### src/rtl/fetch_stage_pkg.sv
// Shared pipeline definitions: reset fetch address, bubble instruction, fetch FSM encoding
// and the {instruction, pc_plus_four} entry carried from fetch to decode.
package fetch_stage_pkg;

   localparam logic [31:0] RESET_PC_DEFAULT = 32'h0040_0000;
   localparam logic [31:0] NOP_WORD_DEFAULT = 32'h0000_0000;

   typedef enum logic [1:0] {
      IDLE = 2'd0,
      REQ  = 2'd1,
      WAIT = 2'd2,
      DROP = 2'd3
   } fetch_state_t;

   typedef struct packed {
      logic [31:0] instr;
      logic [31:0] pc_plus_four;
   } fetch_entry_t;

endpackage

### src/rtl/fetch_stage_if.sv
// Instruction memory request/response bus between the fetch stage and instruction memory.
interface fetch_stage_if;

   logic        imem_req;
   logic [31:0] imem_addr;
   logic        imem_ready;
   logic        imem_rvalid;
   logic [31:0] imem_rdata;

   modport master (
      output imem_req,
      output imem_addr,
      input  imem_ready,
      input  imem_rvalid,
      input  imem_rdata
   );

   modport slave (
      input  imem_req,
      input  imem_addr,
      output imem_ready,
      output imem_rvalid,
      output imem_rdata
   );

endinterface

### src/rtl/fetch_queue.sv
// Two-entry FIFO of fetched {instruction, pc_plus_four}; flush empties it and wins over push/pop.
module fetch_queue
   import fetch_stage_pkg::*;
(
   input  logic         clock,
   input  logic         reset_n,
   input  logic         push,
   input  fetch_entry_t push_data,
   input  logic         pop,
   input  logic         flush,
   output fetch_entry_t head,
   output logic [1:0]   count
);

   fetch_entry_t slot [2];
   logic         wr_ptr;
   logic         rd_ptr;
   logic         push_ok;
   logic         pop_ok;

   assign push_ok = push && (count != 2'd2);
   assign pop_ok  = pop && (count != 2'd0);
   assign head    = slot[rd_ptr];

   always_ff @(posedge clock or negedge reset_n) begin
      if (!reset_n) begin
         wr_ptr <= 1'b0;
         rd_ptr <= 1'b0;
         count  <= 2'd0;
      end else if (flush) begin
         wr_ptr <= 1'b0;
         rd_ptr <= 1'b0;
         count  <= 2'd0;
      end else begin
         if (push_ok) wr_ptr <= !wr_ptr;
         if (pop_ok)  rd_ptr <= !rd_ptr;
         count <= count + {1'b0, push_ok} - {1'b0, pop_ok};
      end
   end

   // Storage needs no reset; count gates every read of it.
   always_ff @(posedge clock) begin
      if (push_ok && !flush) slot[wr_ptr] <= push_data;
   end

endmodule

### src/rtl/fetch_stage.sv
// Fetch stage: one-outstanding instruction memory requester feeding a 2-entry queue to decode.
//
//   state | meaning
//   IDLE  | queue has no room for another fetch, no request outstanding
//   REQ   | presenting imem_addr = fetch PC, waiting for imem_ready
//   WAIT  | one request accepted, waiting for imem_rvalid
//   DROP  | accepted request belongs to a redirected-away path; discard its response
module fetch_stage
   import fetch_stage_pkg::*;
#(
   parameter logic [31:0] RESET_PC = RESET_PC_DEFAULT,
   parameter logic [31:0] NOP_WORD = NOP_WORD_DEFAULT
)(
   input  logic          clock,
   input  logic          reset_n,
   input  logic          stall_F,
   input  logic          pc_src,
   input  logic [31:0]   jump_address,
   fetch_stage_if.master imem,
   output logic [31:0]   instruction,
   output logic [31:0]   pc_plus_four,
   output logic          instr_valid
);

   fetch_state_t state;
   logic [31:0]  pc;
   logic         req_q;
   fetch_entry_t head;
   fetch_entry_t push_data;
   logic [1:0]   count;
   logic         pop;
   logic         redirect;
   logic         accept;
   logic         push;
   logic         room_now;
   logic         room_after;
   logic         issue_in_wait;

   assign instr_valid  = (count != 2'd0);
   assign instruction  = instr_valid ? head.instr : NOP_WORD;
   assign pc_plus_four = instr_valid ? head.pc_plus_four : 32'd0;

   assign pop        = instr_valid && !stall_F;
   assign redirect   = pop && pc_src;
   assign room_now   = (count != 2'd2) || pop;
   assign room_after = (count == 2'd0) || ((count == 2'd1) && pop);

   // Re-issue in the same cycle a response lands so zero-wait memory sustains one fetch per cycle.
   assign issue_in_wait = (state == WAIT) && imem.imem_rvalid && room_after && !redirect;

   assign imem.imem_req  = req_q || issue_in_wait;
   assign imem.imem_addr = pc;
   assign accept         = imem.imem_req && imem.imem_ready;

   // While WAIT is outstanding the fetch PC already equals the request address + 4.
   assign push = (state == WAIT) && imem.imem_rvalid && !redirect;
   assign push_data.instr        = imem.imem_rdata;
   assign push_data.pc_plus_four = pc;

   fetch_queue u_queue (
      .clock     (clock),
      .reset_n   (reset_n),
      .push      (push),
      .push_data (push_data),
      .pop       (pop),
      .flush     (redirect),
      .head      (head),
      .count     (count)
   );

   always_ff @(posedge clock or negedge reset_n) begin
      if (!reset_n) begin
         state <= REQ;
         pc    <= RESET_PC;
         req_q <= 1'b0;
      end else if (redirect) begin
         pc <= jump_address;
         if ((state == REQ && accept) || (state == WAIT && !imem.imem_rvalid) ||
             (state == DROP && !imem.imem_rvalid)) begin
            state <= DROP;
            req_q <= 1'b0;
         end else begin
            state <= REQ;
            req_q <= 1'b1;
         end
      end else begin
         case (state)
            IDLE: begin
               if (room_now) begin
                  state <= REQ;
                  req_q <= 1'b1;
               end
            end
            REQ: begin
               if (accept) begin
                  state <= WAIT;
                  req_q <= 1'b0;
                  pc    <= pc + 32'd4;
               end else begin
                  req_q <= 1'b1;
               end
            end
            WAIT: begin
               if (imem.imem_rvalid) begin
                  if (accept) begin
                     pc <= pc + 32'd4;
                  end else if (room_after) begin
                     state <= REQ;
                     req_q <= 1'b1;
                  end else begin
                     state <= IDLE;
                  end
               end
            end
            DROP: begin
               if (imem.imem_rvalid) begin
                  state <= REQ;
                  req_q <= 1'b1;
               end
            end
         endcase
      end
   end

endmodule
### src/flat_wrapper.sv
// flat-port wrapper written by rule: the top's interface ports become plain ports
module fetch_stage_flat import fetch_stage_pkg::*;
#(
   parameter logic [31:0] RESET_PC = RESET_PC_DEFAULT,
   parameter logic [31:0] NOP_WORD = NOP_WORD_DEFAULT
)
  (clock, reset_n, stall_F, pc_src, jump_address, instruction, pc_plus_four, instr_valid, imem_imem_req, imem_imem_addr, imem_imem_ready, imem_imem_rvalid, imem_imem_rdata);
  fetch_stage_if imem_i ();
  input  logic clock;
  input  logic reset_n;
  input  logic stall_F;
  input  logic pc_src;
  input  logic [31:0] jump_address;
  output logic [31:0] instruction;
  output logic [31:0] pc_plus_four;
  output logic instr_valid;
  output wire logic [$bits(imem_i.imem_req)-1:0] imem_imem_req;
  output wire logic [$bits(imem_i.imem_addr)-1:0] imem_imem_addr;
  input wire logic [$bits(imem_i.imem_ready)-1:0] imem_imem_ready;
  input wire logic [$bits(imem_i.imem_rvalid)-1:0] imem_imem_rvalid;
  input wire logic [$bits(imem_i.imem_rdata)-1:0] imem_imem_rdata;
  assign imem_imem_req = imem_i.imem_req;
  assign imem_imem_addr = imem_i.imem_addr;
  assign imem_i.imem_ready = imem_imem_ready;
  assign imem_i.imem_rvalid = imem_imem_rvalid;
  assign imem_i.imem_rdata = imem_imem_rdata;
  fetch_stage #(.RESET_PC(RESET_PC), .NOP_WORD(NOP_WORD)) u_core (.clock(clock), .reset_n(reset_n), .stall_F(stall_F), .pc_src(pc_src), .jump_address(jump_address), .imem(imem_i), .instruction(instruction), .pc_plus_four(pc_plus_four), .instr_valid(instr_valid));
endmodule
### config.mk
export PLATFORM = sky130hd
export DESIGN_NAME = fetch_stage_flat
export DESIGN_NICKNAME = d
export VERILOG_FILES = /design/src/rtl/fetch_stage_pkg.sv /design/src/rtl/fetch_stage_if.sv /design/src/rtl/fetch_queue.sv /design/src/rtl/fetch_stage.sv /design/src/flat_wrapper.sv
export SDC_FILE = /design/constraint.sdc
export NUM_CORES = 1
export LEC_CHECK = 0
export BUFFER_PORTS_ARGS = -buffer_cell sky130_fd_sc_hd__buf_2
export CORE_MARGIN = 10
export CORE_UTILIZATION = 47
export CTS_CLUSTER_SIZE = 25
export DETAILED_ROUTE_END_ITERATION = 8
export GPL_ROUTABILITY_DRIVEN = 0
export PLACE_DENSITY_LB_ADDON = 0.2
export RECOVER_POWER = 50
export REMOVE_ABC_BUFFERS = 1
export SLEW_MARGIN = 20
export SYNTH_ARGS = -nofsm -noshare
export SYNTH_HDL_FRONTEND = slang
export SYNTH_HIERARCHICAL = 1
export SYNTH_SLANG_ARGS = --single-unit
### constraint.sdc
create_clock -name clock -period 9.25 [get_ports clock]
set_clock_uncertainty 0.2 [all_clocks]
set_input_delay 0.925 -clock clock [delete_from_list [all_inputs] [get_ports clock]]
set_output_delay 0.925 -clock clock [all_outputs]
set_load 0.05 [all_outputs]
==> results.sh, run 1 <==
export IMPL_route_vias_total=4810
export IMPL_antenna_left=0
export IMPL_drc=0
export IMPL_synth_ff_type="edfxtp_1"
export IMPL_worstSetupPathType="flip-flop to flip-flop"
export IMPL_reg2regPathDepth=6
export IMPL_clock_latency_ps=420
export IMPL_min_path_cells=0
export IMPL_violations="capacitance limit, slew limit"
export IMPL_yosysWarnings=6
export IMPL_clk_path_buf_depth=2
export IMPL_dieHeight_um=148.0
export IMPL_clock_sinks=167
export IMPL_cp_common_cell="inv_1"
export IMPL_finalCoreUtilization_pct=57.36
export IMPL_antenna_found_initial=0
export IMPL_grt_pass1_vias=5177
export IMPL_max_freq_ghz=0.2132
export IMPL_die_width_um=148.0
export IMPL_max_vdd_ir_drop_mv=0.1847
export IMPL_max_stage_delay_ps=790
export IMPL_overflow=0
export IMPL_cts_resized=0
export IMPL_outcome="complete, but fails checks"
export IMPL_cts_setup_buffers=0
export IMPL_clkTransAtPathRegs_ps=60
export IMPL_grt_pass1_wl_um=28120
export IMPL_synth_seq_cells=167
export IMPL_setup_ws_ps=4559
export IMPL_fin_crit_sh_pct=50.72
export IMPL_required_ps=9100
export IMPL_initial_core_util_pct=48.13
export IMPL_end_kind="flip-flop"
export IMPL_dp_hpwl_um=12090
export IMPL_cp_start_kind="flip-flop"
export IMPL_hold_buffers=0
export IMPL_crit_cells=6
export IMPL_min_period_ps=4691
export IMPL_setup_viol=0
export IMPL_port_buffers=167
export IMPL_cts_tree="built"
export IMPL_avgSynthCellArea_sq_um=14.21
export IMPL_insertedDiodeCount=0
export IMPL_ios=168
export IMPL_ys_seq_area_share_pct=62.62
export IMPL_wl_per_cell_um=19.28
export IMPL_grt_usage_pct=16.21
export IMPL_power_leakage_nw=3.422
export IMPL_wl_um=17920
export IMPL_drtPass1Iterations=5
export IMPL_power_density_nw_per_um2=370.5
export IMPL_layout_common_cells="edfxtp_1, buf_2, and2_1, clkbuf_1, mux2_4"
export IMPL_hold_violations=0
export IMPL_slew_viol_final=107
export IMPL_synth_edff_count=128
export IMPL_ys_types=46
export IMPL_r2r_start="u_core/u_queue/count[0]$_DFF_PN0_"
export IMPL_drt_iter0_drc=224
export IMPL_nets=775
export IMPL_min_path_type="flip-flop to flip-flop"
export IMPL_slew_headroom_pct=-51.65
export IMPL_crit_chain="nor2_1, inv_1, nand2b_1, inv_1, nor3_4, buf_4"
export IMPL_clockRootBuffer="clkbuf_16"
export IMPL_syn_to_final_growth_pct=19.17
export IMPL_via_per_inst=5.178
export IMPL_netlist_instances=542
export IMPL_drive_above_1_share_pct=31.28
export IMPL_critPathTopFamily="buffers and inverters"
export IMPL_worstPathMaxFanout=66
export IMPL_total_power_mw=3.400
export IMPL_fillers=1412
export IMPL_hp_start="u_core/imem.imem_addr[1]$_DFFE_PN0P_"
export IMPL_async_flop_share_pct=23.35
export IMPL_critical_path_startpoint="u_core/u_queue/count[0]$_DFF_PN0_"
export IMPL_place_ws_ps=4659
export IMPL_cp_arrival_ps=4540
export IMPL_grt_max_degree=67
export IMPL_syn_area_sq_um=7701
export IMPL_cp_slowest_cell="nand2b_1"
export IMPL_fin_tns_setup_ps=0
export IMPL_h_tree_depth=4
export IMPL_rsz0062_at_grt="no"
export IMPL_numCtsBuffers=17
export IMPL_die_area_sq_um=21910
export IMPL_core_sq_um=16000
export IMPL_tightest_slew_ps=2275
export IMPL_row_count=46
export IMPL_final_common_cell="edfxtp_1"
export IMPL_maxCapViolCount=2
export IMPL_cp_num_buf_inv=3
-- flip-flops by register name, indices dropped and copies added (netlist names) --
register	count
u_core/u_queue/slot	128
u_core/imem.imem_addr	32
u_core/state	2
u_core/u_queue/count	2
u_core/req_q	1
u_core/u_queue/rd_ptr	1
u_core/u_queue/wr_ptr	1
-- report_power, final --
group | leakage (nW) | switching, mW | internal (mW) | total, mW
combinational | 1.53 | 1.14 | 0.441 | 1.58
clock | 0.279 | 0.269 | 0.418 | 0.687
sequential | 1.61 | 0.177 | 0.959 | 1.14
total | 3.42 | 1.58 | 1.82 | 3.40
-- area by class of cell --
type	count	area (sq um)	share of cell area (%)
Sequential cell	167	4826	52.58
Inverter	4	15.01	0.1636
Clock buffer	19	432.9	4.717
Multi-Input combinational cell	340	2701	29.43
Tap cell	216	270.3	2.945
Clock inverter	11	133.9	1.459
Timing Repair Buffer	172	798.3	8.698
-- cell usage after synthesis (2+ instances only) --
library cell	n	area (sq um)
o21ai_0	12	60.06
mux2i_1	2	20.02
buf_1	2	7.510
ha_1	3	37.54
buf_2	4	20.02
mux2_2	15	168.9
nand3_1	12	60.06
nor2b_1	2	12.51
and3_1	4	25.02
nor3_1	12	60.06
nand2b_1	4	25.02
o21ai_1	7	35.03
inv_1	4	15.01
and2_1	67	419.2
buf_6	8	90.09
a21oi_1	17	85.08
clkbuf_1	16	60.06
dfstp_2	2	52.55
nand2_1	31	116.4
nand4_1	10	62.56
nor4_1	7	43.79
nor2_1	24	90.09
xnor2_1	32	280.3
nor4_2	10	125.1
edfxtp_1	128	3844
mux2_4	50	750.7
nor3b_1	2	15.01
dfrtp_1	37	925.9
-- stage by stage --
stage | hold slack (ps) | cell area, sq um | cells
finish | 330.0 | 9178 | 929
global route | 353.6 | 9178 | 929
CTS | 342.3 | 9240 | 929
detailed placement | 311.3 | 8673 | 899
global placement | 310.3 | 8673 | 899
floorplan | 359.6 | 7516 | 511
-- cell families after synthesis --
kind of cell	share of synthesized area, %
and+or+nand+nor	14.80
DFF	62.62
muxes	12.20
AOI/OAI and AO/OA	3.656
buffers and inverters	2.600
xor gates and xnor gates	3.639
adders and majority gates	0.4875
-- worst register-to-register path: stages, from the launching register on --
cell      delay [ps]
dfrtp_1          480
nor2_1           160
inv_1            700
nand2b_1         790
inv_1            500
nor3_4           740
buf_4            710
-- per-layer routing --
layer	vias up	global-route usage, %	wire [um]	share of wire [%]
met5	-	0	0	0
met3	21	5.372	1405	7.8
met1	2334	19.74	7492	42
met2	169	26.23	8728	49
met4	0	5.946	289	1.6
li1	2286	-	-	-
-- worst paths after layout --
path                                                          to  slack, ps
setup / recovery            u_core/u_queue/slot[0][57]$_DFFE_PP_       4560
min in group asynchronous  u_core/imem.imem_addr[18]$_DFFE_PN0P_        980
setup reg to reg            u_core/u_queue/slot[0][57]$_DFFE_PP_       4560
hold reg to reg              u_core/u_queue/slot[1][1]$_DFFE_PP_        330
max in group asynchronous      u_core/u_queue/rd_ptr$_DFFE_PN0P_       6260
hold / removal               u_core/u_queue/slot[1][1]$_DFFE_PP_        330
Power figures use the tool's default switching activity.
==> inputs of run 2 (changes only) <==
==> constraint.sdc (replaced) <==
create_clock -name clock -period 4.5 [get_ports clock]
set_clock_uncertainty 0.2 [all_clocks]
set_input_delay 0.45 -clock clock [delete_from_list [all_inputs] [get_ports clock]]
set_output_delay 0.45 -clock clock [all_outputs]
set_load 0.05 [all_outputs]
==> results.sh, run 2 (synthesized netlist as in run 1, its figures left out) <==
export IMPL_outcome="complete, but fails checks"
export IMPL_violations="capacitance limit, slew limit"
export IMPL_crit_chain="nor2_1, inv_2, nand2b_1, buf_4, inv_1, clkbuf_1, or4b_1, o21ai_0, a221oi_1"
export IMPL_clock_sinks=167
export IMPL_dr_wl_met3_um=1211
export IMPL_highest_layer="met4"
export IMPL_grt_max_degree=66
export IMPL_slew_headroom_pct=-47.25
export IMPL_hold_buffers=1
export IMPL_worstPathMaxFanout=33
export IMPL_regToRegEndpoint="u_core/req_q$_DFFE_PN0P_"
export IMPL_nets=780
export IMPL_final_common_cell="edfxtp_1"
export IMPL_r2r_start="u_core/u_queue/count[0]$_DFF_PN0_"
export IMPL_wl_met1_um=7597
export IMPL_rrSetupSlack_ps=1300
export IMPL_insertedDiodeCount=0
export IMPL_numCtsBuffers=17
export IMPL_slew_viol_final=60
export IMPL_place_area_sq_um=8696
export IMPL_grt_pass1_vias=4940
export IMPL_largest_reg_flops=128
export IMPL_wl_um=17430
export IMPL_die_width_um=148.0
export IMPL_cp_arrival_ps=3310
export IMPL_dp_hpwl_um=11720
export IMPL_syn_to_final_growth_pct=18.94
export IMPL_maxCapViolCount=2
export IMPL_hp_start="imem_imem_rdata[26]"
export IMPL_required_ps=4600
export IMPL_die_area_sq_um=21910
export IMPL_clk_path_buf_depth=2
export IMPL_cp_num_buf_inv=4
export IMPL_power_leakage_nw=3.442
export IMPL_wl_per_cell_um=18.62
export IMPL_dp_cells=902
export IMPL_drtPass1Iterations=4
export IMPL_clockRootBuffer="clkbuf_16"
export IMPL_dieHeight_um=148.0
export IMPL_timing_hold_ws_ps=25.48
export IMPL_h_tree_depth=4
export IMPL_wl_met2_um=8390
export IMPL_via_per_inst=5.185
export IMPL_grt_pass1_wl_um=27170
export IMPL_worstSetupPathType="flip-flop to flip-flop"
export IMPL_clock_latency_ps=410
export IMPL_ios=168
export IMPL_max_stage_delay_ps=980
export IMPL_hold_violations=0
export IMPL_cts_setup_buffers=0
export IMPL_end_kind="flip-flop"
export IMPL_stdcell_count=936
export IMPL_min_path_cells=1
export IMPL_clkTransAtPathRegs_ps=60
export IMPL_route_vias_total=4853
export IMPL_fillers=1375
export IMPL_whs_endpoint="u_core/u_queue/slot[1][58]$_DFFE_PP_"
export IMPL_setup_viol=0
export IMPL_tightest_slew_ps=2209
export IMPL_overflow=0
export IMPL_reg2regPathDepth=9
export IMPL_cp_start_kind="flip-flop"
export IMPL_drive_above_1_share_pct=31.81
export IMPL_fin_crit_sh_pct=71.16
export IMPL_total_power_mw=6.902
export IMPL_cts_resized=0
export IMPL_min_path_type="primary input to flip-flop"
export IMPL_multi_input_area_sq_um=2646
export IMPL_grt_usage_pct=15.73
export IMPL_rsz0062_at_grt="no"
export IMPL_power_density_nw_per_um2=753.5
export IMPL_cts_tree="built"
export IMPL_layout_common_cells="edfxtp_1, buf_2, and2_1, clkbuf_1, mux2_4"
export IMPL_top_register="u_core/u_queue/slot"
export IMPL_antenna_found_initial=0
export IMPL_core_sq_um=16000
export IMPL_cp_slowest_cell="clkbuf_1"
export IMPL_design_area_sq_um=9160
export IMPL_max_freq_ghz=0.3123
export IMPL_drt_iter0_drc=238
export IMPL_port_buffers=167
export IMPL_max_vdd_ir_drop_mv=0.4545
export IMPL_initial_core_util_pct=48.13
export IMPL_row_count=46
export IMPL_critPathTopFamily="buffers and inverters"
export IMPL_min_period_ps=3202
export IMPL_antenna_left=0
export IMPL_drc=0
export IMPL_regArea_sq_um=4826
-- run 2: metrics by stage --
stage	TNS [ps]	setup slack [ps]	util, %
finish	0	1298	57.25
floorplan	-456350	-3727	-
global placement	0	1561	54.35
CTS	0	1542	57.78
global route	0	942.9	57.25
detailed placement	0	1504	54.35
-- run 2: worst register-to-register path: cells and delay by family (launching register included) --
family	cells	cell delay [ps]
DFF	1	530
buffers and inverters	4	1620
AOI/OAI and AO/OA	2	360
and+or+nand+nor	3	390
-- run 2: per-layer routing --
layer,global-route usage (%),up-vias
met5,0,-
met3,4.823,16
li1,-,2299
met2,25.88,159
met1,19.51,2379
met4,4.559,0
-- run 2: how the worst max path moves through the flow --
| stage | from | endpoint | slack, ps | cells after the start |
|---|---|---|---|---|
| after floorplan | u_core/u_queue/count[0]$_DFF_PN0_ | u_core/u_queue/slot[1][0]$_DFFE_PP_ | -3730 | 5 |
| after global placement | stall_F | u_core/u_queue/slot[1][51]$_DFFE_PP_ | 1560 | 7 |
| after detailed placement | stall_F | u_core/u_queue/slot[1][37]$_DFFE_PP_ | 1500 | 8 |
| after CTS | u_core/u_queue/rd_ptr$_DFFE_PN0P_ | instruction[28] | 1540 | 4 |
| after global routing | u_core/u_queue/count[0]$_DFF_PN0_ | u_core/req_q$_DFFE_PN0P_ | 940 | 9 |
| final | u_core/u_queue/count[0]$_DFF_PN0_ | u_core/req_q$_DFFE_PN0P_ | 1300 | 9 |
-- run 2: final cells by class --
type / instances / area share [%]
Clock buffer: 19 / 4.726
Tap cell: 216 / 2.950
Inverter: 4 / 0.1639
Sequential cell: 167 / 52.68
Clock inverter: 13 / 1.161
Timing Repair Buffer: 177 / 9.425
Multi-Input combinational cell: 340 / 28.89
-- run 2: power by group --
group / total [mW] / leakage (nW) / internal (mW) / switching, mW
sequential: 2.32 / 1.61 / 1.97 / 0.351
clock: 1.32 / 0.258 / 0.756 / 0.569
combinational: 3.26 / 1.57 / 0.921 / 2.34
==> inputs of run 3 (changes only) <==
==> constraint.sdc (replaced) <==
create_clock -name clock -period 3.3 [get_ports clock]
set_clock_uncertainty 0.2 [all_clocks]
set_input_delay 0.33 -clock clock [delete_from_list [all_inputs] [get_ports clock]]
set_output_delay 0.33 -clock clock [all_outputs]
set_load 0.05 [all_outputs]
==> results.sh, run 3 (synthesized netlist as in run 1, its figures left out) <==
export IMPL_outcome="finished clean"
export IMPL_worstSetupPathType="flip-flop to output port"
export IMPL_stdcell_count=1001
export IMPL_place_ws_ps=860.8
export IMPL_wl_per_cell_um=18.45
export IMPL_grt_max_degree=66
export IMPL_clockRootBuffer="clkbuf_16"
export IMPL_design_area_sq_um=9901
export IMPL_fin_crit_sh_pct=84.53
export IMPL_max_freq_ghz=0.3585
export IMPL_internal_power_mw=5.100
export IMPL_max_vdd_ir_drop_mv=0.5301
export IMPL_max_stage_delay_ps=700
export IMPL_final_common_cell="edfxtp_1"
export IMPL_layout_common_cells="edfxtp_1, buf_2, and2_1, dlygate4sd3_1, clkbuf_1"
export IMPL_clock_latency_ps=420
export IMPL_rsz0062_at_grt="no"
export IMPL_tightest_slew_ps=938.2
export IMPL_numCtsBuffers=17
export IMPL_cts_setup_buffers=0
export IMPL_dp_cells=904
export IMPL_pwr_share_comb_pct=46.8
export IMPL_initial_core_util_pct=48.13
export IMPL_drc=0
export IMPL_timing_hold_ws_ps=91.27
export IMPL_port_buffers=167
export IMPL_total_power_mw=9.623
export IMPL_power_frac_clock_pct=20.0
export IMPL_fin_tns_setup_ps=0
export IMPL_cp_start_kind="flip-flop"
export IMPL_pwr_share_seq_pct=33.2
export IMPL_ios=168
export IMPL_grt_pass1_vias=5443
export IMPL_antenna_found_initial=0
export IMPL_min_path_type="primary input to flip-flop"
export IMPL_route_vias_total=5165
export IMPL_drive_above_1_share_pct=29.17
export IMPL_antenna_left=0
export IMPL_dp_hpwl_um=12260
export IMPL_slew_viol_final=0
export IMPL_end_kind="output port"
export IMPL_crit_chain="buf_12, mux2_2, and2_1, buf_2"
export IMPL_clk_path_buf_depth=2
export IMPL_hold_violations=0
export IMPL_grt_usage_pct=16.67
export IMPL_place_area_sq_um=8748
export IMPL_finalCoreUtilization_pct=61.88
export IMPL_cp_arrival_ps=2260
export IMPL_drt_iter0_drc=285
export IMPL_setup_viol=0
export IMPL_largest_reg_flops=128
export IMPL_reg2regPathDepth=6
export IMPL_insertedDiodeCount=0
export IMPL_min_path_cells=4
export IMPL_power_switching_mw=4.523
export IMPL_drtPass1Iterations=5
export IMPL_die_area_sq_um=21910
export IMPL_overflow=0
export IMPL_clock_sinks=167
export IMPL_worstPathMaxFanout=45
export IMPL_clkTransAtPathRegs_ps=60
export IMPL_cts_tree="built"
export IMPL_power_leakage_nw=3.701
export IMPL_power_density_nw_per_um2=972.0
export IMPL_row_count=46
export IMPL_nets=845
export IMPL_slew_headroom_pct=37.45
export IMPL_setup_ws_ps=510.4
export IMPL_die_width_um=148.0
export IMPL_wl_um=18470
export IMPL_cp_slowest_cell="dfrtp_4"
export IMPL_required_ps=2770
export IMPL_grt_pass1_wl_um=29070
export IMPL_top_register="u_core/u_queue/slot"
export IMPL_h_tree_depth=4
export IMPL_min_period_ps=2790
export IMPL_core_sq_um=16000
export IMPL_syn_to_final_growth_pct=28.56
export IMPL_dieHeight_um=148.0
export IMPL_via_per_inst=5.160
export IMPL_switching_share_pct=47.00
export IMPL_maxCapViolCount=0
[run 3: changes by cell type in the layout (fill, tap and decap cells not counted), moves of 4 or more]
cell,change
nor4_2,+4
nor4_1,-4
buf_2,-8
clkinv_2,-4
clkbuf_1,+6
dlygate4sd3_1,+64
[run 3: path summary, 6_finish.rpt]
path	from	to	slack [ps]
hold reg to reg	u_core/imem.imem_addr[0]$_DFFE_PN0P_	u_core/u_queue/slot[1][0]$_DFFE_PP_	310
hold / removal	imem_imem_rvalid	u_core/state[1]$_DFFE_PN0P_	90
setup reg to reg	u_core/u_queue/count[0]$_DFF_PN0_	u_core/u_queue/slot[0][47]$_DFFE_PP_	570
setup / recovery	u_core/u_queue/rd_ptr$_DFFE_PN0P_	pc_plus_four[3]	510
max in group asynchronous	reset_n	u_core/u_queue/rd_ptr$_DFFE_PN0P_	1820
min in group asynchronous	reset_n	u_core/imem.imem_addr[18]$_DFFE_PN0P_	370
[run 3: final cells by class]
type / instances / area, sq um
clock inverter: 12 / 120.1
inverter: 4 / 15.01
tap: 216 / 270.3
multi-input combinational: 340 / 2684
fill: 1303 / 6100
timing repair buffer: 242 / 1519
sequential: 167 / 4826
clock buffer: 20 / 466.7
[run 3: per-layer routing]
layer	share of wire, %	wire length (um)	GRT usage, %
met3	6.4	1177	4.731
met1	43	7989	20.43
met5	0	0	0
met2	49	8976	27.42
met4	1.8	324	6.095
[run 3: power by group through the flow]
stage | logic, mW | registers (mW) | clock network [mW]
after detailed placement | 4.54 | 3.24 | 0
after global placement | 4.51 | 3.20 | 0
final | 4.51 | 3.19 | 1.92
after global routing | 4.75 | 3.26 | 2.05
after CTS | 4.61 | 3.19 | 1.96
after floorplan | 2.78 | 3.86 | 0
[run 3: repair_timing]
action                                  in CTS  in global routing
gates resized for setup                      0                  0
endpoints found under the hold margin      133                  0
endpoints found under the setup margin       0                  0
hold buffers                                65                  0
[run 3: worst max-delay path, delay by kind of cell, from the launching register on]
family	cells	cell delay [ps]
AND/OR/NAND/NOR	1	140
flip-flops	1	700
multiplexers	1	370
buffers and inverters	2	580
